<file path="src/rtl/uart_pkg.sv">
// rtl/uart_pkg.sv - shared types and constants for the UART transmitter
package uart_pkg;

  localparam int UART_DATA_BITS = 8;

  typedef enum logic [1:0] {
    ST_IDLE  = 2'd0,
    ST_START = 2'd1,
    ST_DATA  = 2'd2,
    ST_STOP  = 2'd3
  } tx_state_e;

endpackage

</file>
<file path="src/rtl/uart_tx_if.sv">
// rtl/uart_tx_if.sv - byte handshake into the UART transmitter
interface uart_tx_if;
  import uart_pkg::*;

  logic [UART_DATA_BITS-1:0] in_data;
  logic                      in_valid;
  logic                      in_ready;

  modport master (output in_data, output in_valid, input in_ready);
  modport slave  (input in_data, input in_valid, output in_ready);

endinterface

</file>
<file path="src/rtl/uart_tx_fifo.sv">
// rtl/uart_tx_fifo.sv - byte buffer between the handshake and the serialiser
module tx_fifo
  import uart_pkg::*;
#(
  parameter int DEPTH = 4,
  parameter int WIDTH = UART_DATA_BITS
) (
  input  logic                   clk,
  input  logic                   rst_n,
  input  logic                   push,
  input  logic                   pop,
  input  logic [WIDTH-1:0]       wdata,
  output logic [WIDTH-1:0]       rdata,
  output logic [$clog2(DEPTH):0] count,
  output logic                   full,
  output logic                   empty
);

  localparam int AW = $clog2(DEPTH);

  logic [AW-1:0]    wr_ptr_q, wr_ptr_d;
  logic [AW-1:0]    rd_ptr_q, rd_ptr_d;
  logic [AW:0]      count_q, count_d;
  logic [WIDTH-1:0] mem_q [DEPTH];
  logic             do_push, do_pop;

  assign full    = (count_q == (AW+1)'(DEPTH));
  assign empty   = (count_q == '0);
  assign do_push = push && !full;
  assign do_pop  = pop && !empty;
  assign rdata   = mem_q[rd_ptr_q];
  assign count   = count_q;

  // Pointers wrap naturally because DEPTH is a power of two.
  always_comb begin
    wr_ptr_d = wr_ptr_q;
    rd_ptr_d = rd_ptr_q;
    count_d  = count_q;
    if (do_push) wr_ptr_d = wr_ptr_q + AW'(1);
    if (do_pop)  rd_ptr_d = rd_ptr_q + AW'(1);
    case ({do_push, do_pop})
      2'b10:   count_d = count_q + (AW+1)'(1);
      2'b01:   count_d = count_q - (AW+1)'(1);
      default: count_d = count_q;
    endcase
  end

  always_ff @(posedge clk or negedge rst_n) begin
    if (!rst_n) begin
      wr_ptr_q <= '0;
      rd_ptr_q <= '0;
      count_q  <= '0;
    end else begin
      wr_ptr_q <= wr_ptr_d;
      rd_ptr_q <= rd_ptr_d;
      count_q  <= count_d;
    end
  end

  always_ff @(posedge clk) begin
    if (do_push) mem_q[wr_ptr_q] <= wdata;
  end

endmodule

</file>
<file path="src/rtl/uart_tx.sv">
// rtl/uart_tx.sv - buffered 8N1 UART transmitter with registered serial output
module uart_tx
  import uart_pkg::*;
#(
  parameter int CLKS_PER_BIT = 16,
  parameter int FIFO_DEPTH   = 4
) (
  input  logic                        clk,
  input  logic                        reset,
  uart_tx_if.slave                    in_if,
  output logic                        tx,
  output logic                        busy,
  output logic [$clog2(FIFO_DEPTH):0] fifo_count
);

  localparam int TW = $clog2(CLKS_PER_BIT);
  localparam int BW = $clog2(UART_DATA_BITS);
  localparam logic [TW-1:0] TIMER_LAST = TW'(CLKS_PER_BIT - 1);
  localparam logic [BW-1:0] BIT_LAST   = BW'(UART_DATA_BITS - 1);

  tx_state_e                 state_q, state_d;
  logic [TW-1:0]             timer_q, timer_d;
  logic [BW-1:0]             bit_idx_q, bit_idx_d;
  logic [UART_DATA_BITS-1:0] shift_q, shift_d;
  logic                      tx_q, tx_d;

  logic [UART_DATA_BITS-1:0] fifo_rdata;
  logic                      fifo_full, fifo_empty, fifo_push, fifo_pop;
  logic                      bit_end;

  assign in_if.in_ready = !fifo_full;
  assign fifo_push      = in_if.in_valid && !fifo_full;
  assign bit_end        = (timer_q == TIMER_LAST);

  tx_fifo #(
    .DEPTH (FIFO_DEPTH),
    .WIDTH (UART_DATA_BITS)
  ) u_fifo (
    .clk   (clk),
    .rst_n (reset),
    .push  (fifo_push),
    .pop   (fifo_pop),
    .wdata (in_if.in_data),
    .rdata (fifo_rdata),
    .count (fifo_count),
    .full  (fifo_full),
    .empty (fifo_empty)
  );

  always_comb begin
    state_d   = state_q;
    timer_d   = timer_q;
    bit_idx_d = bit_idx_q;
    shift_d   = shift_q;
    fifo_pop  = 1'b0;
    case (state_q)
      ST_IDLE: begin
        timer_d = '0;
        if (!fifo_empty) begin
          fifo_pop = 1'b1;
          shift_d  = fifo_rdata;
          state_d  = ST_START;
        end
      end
      ST_START: begin
        timer_d = bit_end ? '0 : timer_q + TW'(1);
        if (bit_end) begin
          bit_idx_d = '0;
          state_d   = ST_DATA;
        end
      end
      ST_DATA: begin
        timer_d = bit_end ? '0 : timer_q + TW'(1);
        if (bit_end) begin
          shift_d = shift_q >> 1;
          if (bit_idx_q == BIT_LAST) state_d = ST_STOP;
          else                       bit_idx_d = bit_idx_q + BW'(1);
        end
      end
      ST_STOP: begin
        timer_d = bit_end ? '0 : timer_q + TW'(1);
        // Chain straight into the next start bit when more bytes are waiting.
        if (bit_end) begin
          if (!fifo_empty) begin
            fifo_pop = 1'b1;
            shift_d  = fifo_rdata;
            state_d  = ST_START;
          end else begin
            state_d = ST_IDLE;
          end
        end
      end
      default: state_d = ST_IDLE;
    endcase
  end

  // The line follows the current state one clock later, keeping tx glitch-free.
  always_comb begin
    tx_d = 1'b1;
    case (state_q)
      ST_START: tx_d = 1'b0;
      ST_DATA:  tx_d = shift_q[0];
      default:  tx_d = 1'b1;
    endcase
  end

  always_ff @(posedge clk or negedge reset) begin
    if (!reset) begin
      state_q   <= ST_IDLE;
      timer_q   <= '0;
      bit_idx_q <= '0;
      shift_q   <= '0;
      tx_q      <= 1'b1;
    end else begin
      state_q   <= state_d;
      timer_q   <= timer_d;
      bit_idx_q <= bit_idx_d;
      shift_q   <= shift_d;
      tx_q      <= tx_d;
    end
  end

  assign tx   = tx_q;
  assign busy = (state_q != ST_IDLE) || !fifo_empty;

endmodule

</file>
<file path="src/flat_wrapper.sv">
// flat-port wrapper written by rule: the top's interface ports become plain ports
module uart_tx_flat import uart_pkg::*;
#(
  parameter int CLKS_PER_BIT = 16,
  parameter int FIFO_DEPTH   = 4
)
  (clk, reset, tx, busy, fifo_count, in_if_in_data, in_if_in_valid, in_if_in_ready);
  uart_tx_if in_if_i ();
  input  logic clk;
  input  logic reset;
  output logic tx;
  output logic busy;
  output logic [$clog2(FIFO_DEPTH):0] fifo_count;
  input wire logic [$bits(in_if_i.in_data)-1:0] in_if_in_data;
  input wire logic [$bits(in_if_i.in_valid)-1:0] in_if_in_valid;
  output wire logic [$bits(in_if_i.in_ready)-1:0] in_if_in_ready;
  assign in_if_i.in_data = in_if_in_data;
  assign in_if_i.in_valid = in_if_in_valid;
  assign in_if_in_ready = in_if_i.in_ready;
  uart_tx #(.CLKS_PER_BIT(CLKS_PER_BIT), .FIFO_DEPTH(FIFO_DEPTH)) u_core (.clk(clk), .reset(reset), .in_if(in_if_i), .tx(tx), .busy(busy), .fifo_count(fifo_count));
endmodule
</file>
<file path="config.mk">
export PLATFORM = sky130hd
export DESIGN_NAME = uart_tx_flat
export DESIGN_NICKNAME = d
export VERILOG_FILES = /design/src/rtl/uart_pkg.sv /design/src/rtl/uart_tx_if.sv /design/src/rtl/uart_tx_fifo.sv /design/src/rtl/uart_tx.sv /design/src/flat_wrapper.sv
export SDC_FILE = /design/constraint.sdc
export NUM_CORES = 1
export LEC_CHECK = 0
export CORE_MARGIN = 4
export CORE_UTILIZATION = 46
export CTS_CLUSTER_SIZE = 24
export DETAILED_ROUTE_END_ITERATION = 10
export HOLD_SLACK_MARGIN = 0.06
export PLACE_DENSITY_LB_ADDON = 0.1
export SLEW_MARGIN = 20
export SYNTH_ARGS = -nofsm -noshare
export SYNTH_HDL_FRONTEND = slang
export SYNTH_SLANG_ARGS = --single-unit
</file>
<file path="constraint.sdc">
create_clock -name clk -period 6.73 [get_ports clk]
set_input_delay 1.0095 -clock clk [delete_from_list [all_inputs] [get_ports clk]]
set_output_delay 1.0095 -clock clk [all_outputs]
set_load 0.05 [all_outputs]
</file>
==> Yosys cells after proc, flatten, opt, wreduce, memory -nomap -nowiden <==
Memories as Yosys holds them, arrays and structs flattened.
Cells that the tools add are included.
{ "classes": {"n_reduce_logical": 16, "addsub": 6, "muxes": 24, "eq_ne": 14} }
{ "ops": {"columns": ["op", "n"], "rows": [
  ["$mux W8", 3],
  ["$pmux W8 S3", 1],
  ["$pmux W3 S2", 2],
  ["$mux W2", 5],
  ["$mux W3", 3],
  ["$ne A2 B1 Y1 const B", 4],
  ["$pmux W2 S4", 1],
  ["$pmux W4 S2", 1],
  ["$add A3 B1 Y3 const B", 2],
  ["$eq A2 B2 Y1 const B", 3],
  ["$eq A3 B3 Y1 const B", 2],
  ["$reduce_bool A2 Y1", 3],
  ["$mux W1", 5],
  ["$reduce_and A5 Y1", 1],
  ["$add A2 B1 Y2 const B", 2],
  ["$add A4 B1 Y4 const B", 1],
  ["$eq A2 B1 Y1 const B", 2],
  ["$eq A4 B4 Y1 const B", 1],
  ["$mux W4", 1],
  ["$ne A2 B2 Y1 const B", 2],
  ["$pmux W1 S2", 2],
  ["$reduce_and A4 Y1", 1],
  ["$logic_and A1 B1 Y1", 3],
  ["$logic_not A3 Y1", 1],
  ["other kinds (7)", 8]
]} }
{ "totals": {"ramBits": 32, "input_bits": 11, "reg_bits": 25, "word_cells": 69, "output_inout_bits": 6, "n_memories": 1} }
{ "mem_list": {"columns": ["name", "words", "width", "rd", "rd_clocked_by_memory_dff", "write_ports", "line", "rtl"], "rows": [
  ["u_core.u_fifo.mem_q", 4, 8, 1, 0, 1, "uart_tx_fifo.sv:24", "logic [WIDTH-1:0] mem_q [DEPTH];"]
]} }

==> Depth between registers and ports, before layout <==
Gate-level depths: netlist (run 1).
{ "logic_depth": {"depth_word": 7, "depth_mapped": 10, "depth_no_buf": 10} }

==> Modules after synthesis <==
From an unflattened synthesis (run 1), not the netlist that was laid out.
{ "hier_totals": {"cells_unflattened": 167, "hier_area_um2": 2605.0} }
{ "by_module_without_submodules": {"columns": ["mod", "instances", "cells_each", "area_per_inst_um2", "seq_area_each_um2"], "rows": [
  ["tx_fifo", 1, 80, 1584.0, 1136.1],
  ["uart_tx", 1, 87, 1021.0, 451.7]
]} }

==> Least setup slack after synthesis (run 1) <==
No wires, ideal clock.
{ "synth_timing": {"path_type": "reg-to-reg", "from": "reg u_core.u_fifo.count_q[2], in the netlist u_core.u_fifo.count[2]", "to": "reg u_core.u_fifo.count_q[2], in the netlist u_core.u_fifo.count[2]", "path_buffers": 0, "t_required_ns": 6.648, "synth_period_minus_slack_ns": 2.741, "setup_slack_ns": 3.989, "path_stages_with_launch": 10, "setup_ns": 0.082, "arrival_time_ns": 2.659, "cell_sequence": "dfrtp_1 nand3_1 and2_1 inv_1 ha_1 inv_1 fa_1 xor2_1 nor2_1 xor2_1"} }
{ "synth_via": {"elab_cells_between_ends": 16, "cone_classes": "2 x add/sub; 3 x eq/ne; 4 x mux; 7 x reduce/logical"} }
{ "synth_lines": {"columns": ["element", "line", "rtl"], "rows": [
  ["from (decl)", "uart_tx_fifo.sv:23", "logic [AW:0] count_q, count_d;"],
  ["from (signal assigned)", "uart_tx_fifo.sv:56", "count_q <= count_d;"],
  ["$eq A3 B3 Y1 *", "uart_tx_fifo.sv:27", "assign full = (count_q == (AW+1)'(DEPTH));"],
  ["$logic_not A1 Y1 *", null, null],
  ["named net in_if_in_ready", "flat_wrapper.sv:16", "output wire logic [$bits(in_if_i.in_ready)-1:0] in_if_in_ready;"],
  ["$logic_and A1 B1 Y1", "uart_tx.sv:32", "assign fifo_push = in_if.in_valid && !fifo_full;"],
  ["$logic_and A1 B1 Y1 *", "uart_tx_fifo.sv:29", "assign do_push = push && !full;"],
  ["$eq A2 B1 Y1 or $eq A2 B2 Y1 (tied branches)", "uart_tx_fifo.sv:41", "case ({do_push, do_pop})"],
  ["$pmux W3 S2 or $reduce_bool A2 Y1 (tied branches)", null, null]
]} }
Mark *: on every way through the listed nets, which the timed path passes. The rest lies on a longest branch.
A chain may end at the register's enable or synchronous reset.

==> Worst setup path in the final report (run 1) <==
{ "layout_timing": {"from": "reg u_core.u_fifo.count_q[0], in the netlist u_core.u_fifo.count[0]", "to": "out busy"} }
{ "layout_via": {"elab_chain_len": 3} }
{ "layout_lines": {"columns": ["element", "line", "rtl"], "rows": [
  ["$logic_not A3 Y1", "uart_tx_fifo.sv:28", "assign empty = (count_q == '0);"],
  ["$logic_not A1 Y1", null, null],
  ["$logic_or A1 B1 Y1", "uart_tx.sv:124", "assign busy = (state_q != ST_IDLE) || !fifo_empty;"],
  ["to (decl)", "flat_wrapper.sv:12", "output logic busy;"]
]} }
No other way between the ends.

==> run summary, run 1 <==
Die H: 82.75 µm
Leak Pwr: 1.165 nW
CTS Buffer Depth: 2
Rows: 26
Most common cell after layout, fill and taps aside: edfxtp_1
Number of top-level pins: 17
Final setup fails: 0
Tot Pwr: 0.001011 W
Avg Synthesized Cell Area: 14.60 µm²
CP Data Required Time: 5.72 ns
Slew margin rel.: 55.86%
Synth Flop Type: edfxtp_1
Switch share: 26.73%
Count of final max-slew check failures: 0
Initial antenna violation count: 0
CP Capture Type: output pin
Dpl hpwl: 2995 µm
Syn Nets: 202
Clock sink count: 57
Fin crit share: 44.10%
Core box area: 5270 µm²
Hold Violations, Final: 0
Pin count of the biggest net entering global routing: 26
Clk pwr share: 37.0%
Die ar.: 6847 µm²
P_int: 0.0007404 W
Vias in the first global route: 1472
Gr usage total: 14.23%
CP startpoint kind: register
Area delta synth->final: 16.99%
CTS tree: done
Sequential fraction of the synthesis area: 61.78%
Htree depth: 3
Nets: 223
Clock Pin Slew Worst Setup and Hold Paths: 0.06 ns
First-pass GRT wire length: 7017 µm
Drt pass-1 iters: 4
Setup Crit Path Kind: register to output pin
Syn. warnings: 0
Max Clk Rate: 336.9 MHz
Pwr/cell area: 336.1 nW/µm²
Skew-Pair Late Insertion Delay: 0.32 ns
Vias per inst: 5.199
Antenna viol nets, final: 0
Logic pwr share: 18.1%
Maximum Capacitance Violations: 0
Critical path origin: u_core.u_fifo.count[0]
Library cells used by synthesis: 38
Status: finished clean
CP max FO: 5
Post-CTS Resized: 0
DRT iter0 DRCs: 54
Hold Worst Slack: 0.4990 ns
Slew @ Worst Pin: 0.6621 ns
Root buf cell: clkbuf_8
DR DRC count: 0
Worst r2r src: u_core.timer_q[0]
# diodes: 0
Post-synth ARST share: 43.86%
Port Buffer Count: 16
WL final: 4243 µm
Clock Skew: 0.004856 ns
Crit path time final: 2.968 ns
Max IR drop VDD: 0.2025 mV
Starting Density: 48.77%
Hold Crit Class: register to register
Grt ovf: 0
Fin Setup TNS: 0 ns
RSZ-0062 raised after global routing: no
Share of layout cells above drive strength 1: 14.85%
P_sw: 0.0002701 W
Number of synthesized flops with an enable pin: 32
Final core occ: 57.05%
Most frequent cells in the layout: edfxtp_1 (32), dfrtp_1 (24), clkdlybuf4s50_1 (15)
Post-synthesis instance area: 2570 µm²
Routed vias: 1414
CTS Hold Bufs: 0
Cells after Synth: 176
Synth Register Bits: 57
Flop pwr share: 44.9%
Clock buffer count from CTS: 9
RD Place Congestion: 0.7471
# Post-CTS Setup Buffers: 0
WL per Instance: 15.60 µm
HP Start: u_core.timer_q[0]
Arr. time, crit path: 1.96 ns
Die W: 82.75 µm
state kept, by name, summed over array words and instances, names as in the netlist:
register                cells
u_core.u_fifo.mem_q        32
u_core.shift_q              8
u_core.timer_q              4
u_core.bit_idx_q            3
u_core.u_fifo.count         3
u_core.state_q              2
u_core.u_fifo.rd_ptr_q      2
u_core.u_fifo.wr_ptr_q      2
u_core.tx                   1
power groups by stage:
stage                     combinational, W  clock, W  sequential (W)
after floorplan                  0.0000917         0        0.000487
after CTS                         0.000188  0.000381        0.000454
final                             0.000183  0.000374        0.000454
after global placement            0.000180         0        0.000457
after detailed placement          0.000187         0        0.000461
after global routing              0.000200  0.000398        0.000458
worst max-delay path: stages (launching register included):
cell,delay [ns]
dfrtp_1,0.42
nor3_2,0.41
nand2_1,0.10
clkdlybuf4s50_1,0.71
through the flow:
| step | worst slack, ns | instance area (µm²) | std cells |
|---|---|---|---|
| floorplan | 3.989 | 2570 | 176 |
| global placement | 3.970 | 2778 | 256 |
| detailed placement | 3.900 | 2778 | 256 |
| CTS | 3.731 | 3012 | 272 |
| global route | 3.653 | 3007 | 272 |
| finish | 3.762 | 3007 | 272 |
cells by family (layout without fill, tap and decap cells):
group           Yosys count  in the layout  share of synthesized area [%]
flops                    57             57                          61.78
mux                      17             17                          10.56
simple gates             39             39                          8.083
fa+ha+maj                15             15                          7.595
buf+inv                  16             42                          3.018
xor+xnor                  7              7                          2.386
compound gates           25             25                          6.573
cells in the mapped netlist, types with 2 or more instances:
cell / number / area share, %
buf_4: 2 / 0.58
nor3_1: 3 / 0.58
inv_1: 10 / 1.5
a22oi_1: 2 / 0.58
xor2_1: 3 / 1.0
nand4b_1: 2 / 0.68
o21ai_0: 8 / 1.6
ha_1: 14 / 6.8
and3_1: 5 / 1.2
dfrtp_1: 24 / 23
xnor2_1: 4 / 1.4
a21oi_1: 9 / 1.8
mux2i_1: 8 / 3.1
mux4_2: 8 / 7.0
nand2_1: 7 / 1.0
edfxtp_1: 32 / 37
nor2_1: 12 / 1.8
buf_2: 2 / 0.39
a21oi_2: 2 / 0.68
layer usage:
metal,track usage (%),part of all wire (%)
met2,22.68,50
met4,6.863,0.64
met1,18.31,48
met5,0,0
met3,3.362,2.3
final cells by class:
class                   instances  area (µm²)
clock buffers                  10       127.6
clock inverters                 6       106.4
fillers                       434        2263
inverters                      10       37.54
multi-input cells             103       904.6
flip-flops and latches         57        1588
well taps                      70       87.58
repair buffers                 16       155.1
worst paths after layout:
path                                           to  slack [ns]  depth (start not counted)
setup / recovery                             busy        3.76                          3
hold / removal                  u_core.timer_q[0]        0.50                          1
setup reg to reg           u_core.u_fifo.count[2]        4.15                          9
hold reg to reg                 u_core.timer_q[0]        0.50                          1
max in group asynchronous               u_core.tx        5.67                          1
min in group asynchronous       u_core.shift_q[4]        0.68                          1
Note: power is estimated with default switching activity, not from simulation.
==> run 2, diff against run 1 <==
clock period = 2.8 ns   (was 6.73 ns; I/O delays follow)
==> run summary, run 2 (synthesis results as in run 1) <==
Status: finished clean
Setup Crit Path Kind: register to register
# diodes: 0
Flop pwr share: 47.6%
WL final: 4282 µm
CP startpoint kind: register
Max IR drop VDD: 0.5612 mV
Gr usage total: 14.48%
Count of final max-slew check failures: 0
Vias per inst: 5.277
Pwr/cell area: 765.0 nW/µm²
Maximum Capacitance Violations: 0
Clock sink count: 57
Vias in the first global route: 1418
RD Place Congestion: 0.7356
Reg2reg end: u_core.u_fifo.count[2]
CTS tree: done
Clock Pin Slew Worst Setup and Hold Paths: 0.07 ns
Dpl hpwl: 2994 µm
Fin Setup TNS: 0 ns
CP max-delay cell: dfrtp_1
P_int: 0.001628 W
Max Clk Rate: 406.8 MHz
RSZ-0062 raised after global routing: no
CP Data Required Time: 3.05 ns
Root buf cell: clkbuf_8
Starting Density: 48.77%
Slew margin rel.: 61.99%
Number of top-level pins: 17
Worst r2r src: u_core.state_q[0]
Die H: 82.75 µm
Drt pass-1 iters: 4
Switch share: 28.81%
Top reg by flops: u_core.u_fifo.mem_q
Crit path to: u_core.u_fifo.count[2]
Final setup fails: 0
Share of layout cells above drive strength 1: 15.69%
Area delta synth->final: 16.31%
Core box area: 5270 µm²
Slew @ Worst Pin: 0.5702 ns
Final WS setup: 0.3419 ns
Critical path origin: u_core.state_q[0]
Logic pwr share: 19.4%
DRT iter0 DRCs: 130
WL per Instance: 15.63 µm
Clock buffer count from CTS: 9
Critical path's top delay family: adder cells
Rows: 26
Crit path time final: 2.458 ns
DP Area: 2793 µm²
Number of flip-flops in the largest register: 32
CTS Hold Bufs: 0
Pre-CTS WS: 0.3377 ns
Skew-Pair Late Insertion Delay: 0.32 ns
Clk pwr share: 33.0%
Leak Pwr: 1.156 nW
R2R depth: 9
Clock Skew: 0.008089 ns
Nets: 225
Reg-to-reg slack, setup: 0.34 ns
CP max FO: 5
Hold Violations, Final: 0
Largest registers: u_core.u_fifo.mem_q (32), u_core.shift_q (8), u_core.timer_q (4)
Grt ovf: 0
Fin crit share: 87.79%
Critical path depth: 9
Pin count of the biggest net entering global routing: 26
P_sw: 0.0006588 W
Design Area, Final: 2989 µm²
Final core occ: 56.72%
Die W: 82.75 µm
DR DRC count: 0
CP Buf/Inv Count: 2
Htree depth: 3
Antenna viol nets, final: 0
Routed vias: 1446
Post-CTS Resized: 0
Port Buffer Count: 16
Hold Crit Class: input port to async pin
Critical Path, Cell by Cell: inv_1 -> ha_1 -> nor3_1 -> ha_1 -> inv_1 -> fa_1 -> xor2_1 -> nor2_1 -> xor2_1
First-pass GRT wire length: 6996 µm
Initial antenna violation count: 0
Worst stage delay on the critical path: 0.43 ns
Hold Worst Slack: 0.4619 ns
CP Capture Type: register
# Post-CTS Setup Buffers: 0
Most frequent cells in the layout: edfxtp_1 (32), dfrtp_1 (24), clkdlybuf4s50_1 (16)
Most common cell after layout, fill and taps aside: edfxtp_1
Die ar.: 6847 µm²
Arr. time, crit path: 2.71 ns
CTS Buffer Depth: 2
[run 2: worst min path at each step]
stage | from | endpoint | slack, ns
global placement | u_core.timer_q[0] | u_core.timer_q[0] | 0.47
detailed placement | u_core.shift_q[0] | u_core.tx | 0.49
global route | reset | u_core.shift_q[3] | 0.48
CTS | reset | u_core.state_q[1] | 0.46
finish | reset | u_core.shift_q[5] | 0.46
floorplan | reset | u_core.bit_idx_q[0] | 0.12
[run 2: cell type report]
| cell class | count | area [µm²] |
|---|---|---|
| clock buffer | 11 | 141.4 |
| sequential | 57 | 1588 |
| inverter | 10 | 37.54 |
| timing repair buffer | 18 | 175.2 |
| fill | 448 | 2281 |
| multi-input combinational | 103 | 904.6 |
| clock inverter | 5 | 55.05 |
| tap | 70 | 87.58 |
[run 2: metrics by stage]
| step | total power [W] | std cells |
|---|---|---|
| final | 0.002287 | 274 |
| after global routing | 0.002396 | 274 |
| after CTS | 0.002311 | 274 |
| after detailed placement | 0.001559 | 258 |
| after global placement | 0.001533 | 258 |
| after floorplan | 0.001392 | 176 |
[run 2: per-layer routing]
metal / GRT usage, % / up-vias / wire length (µm)
met5: 0 / - / 0
met4: 7.353 / 0 / 57
met3: 3.905 / 6 / 120
met2: 21.79 / 18 / 2120
met1: 19.28 / 726 / 1983
li1: - / 696 / -
[run 2: power by group through the flow]
stage | Clock, W | Combinational (W) | Sequential, W
2_1_floorplan | 0 | 0.000220 | 0.00117
3_3_place_gp | 0 | 0.000435 | 0.00110
3_5_place_dp | 0 | 0.000451 | 0.00111
4_1_cts | 0.000765 | 0.000455 | 0.00109
5_1_grt | 0.000814 | 0.000480 | 0.00110
6_report | 0.000754 | 0.000445 | 0.00109
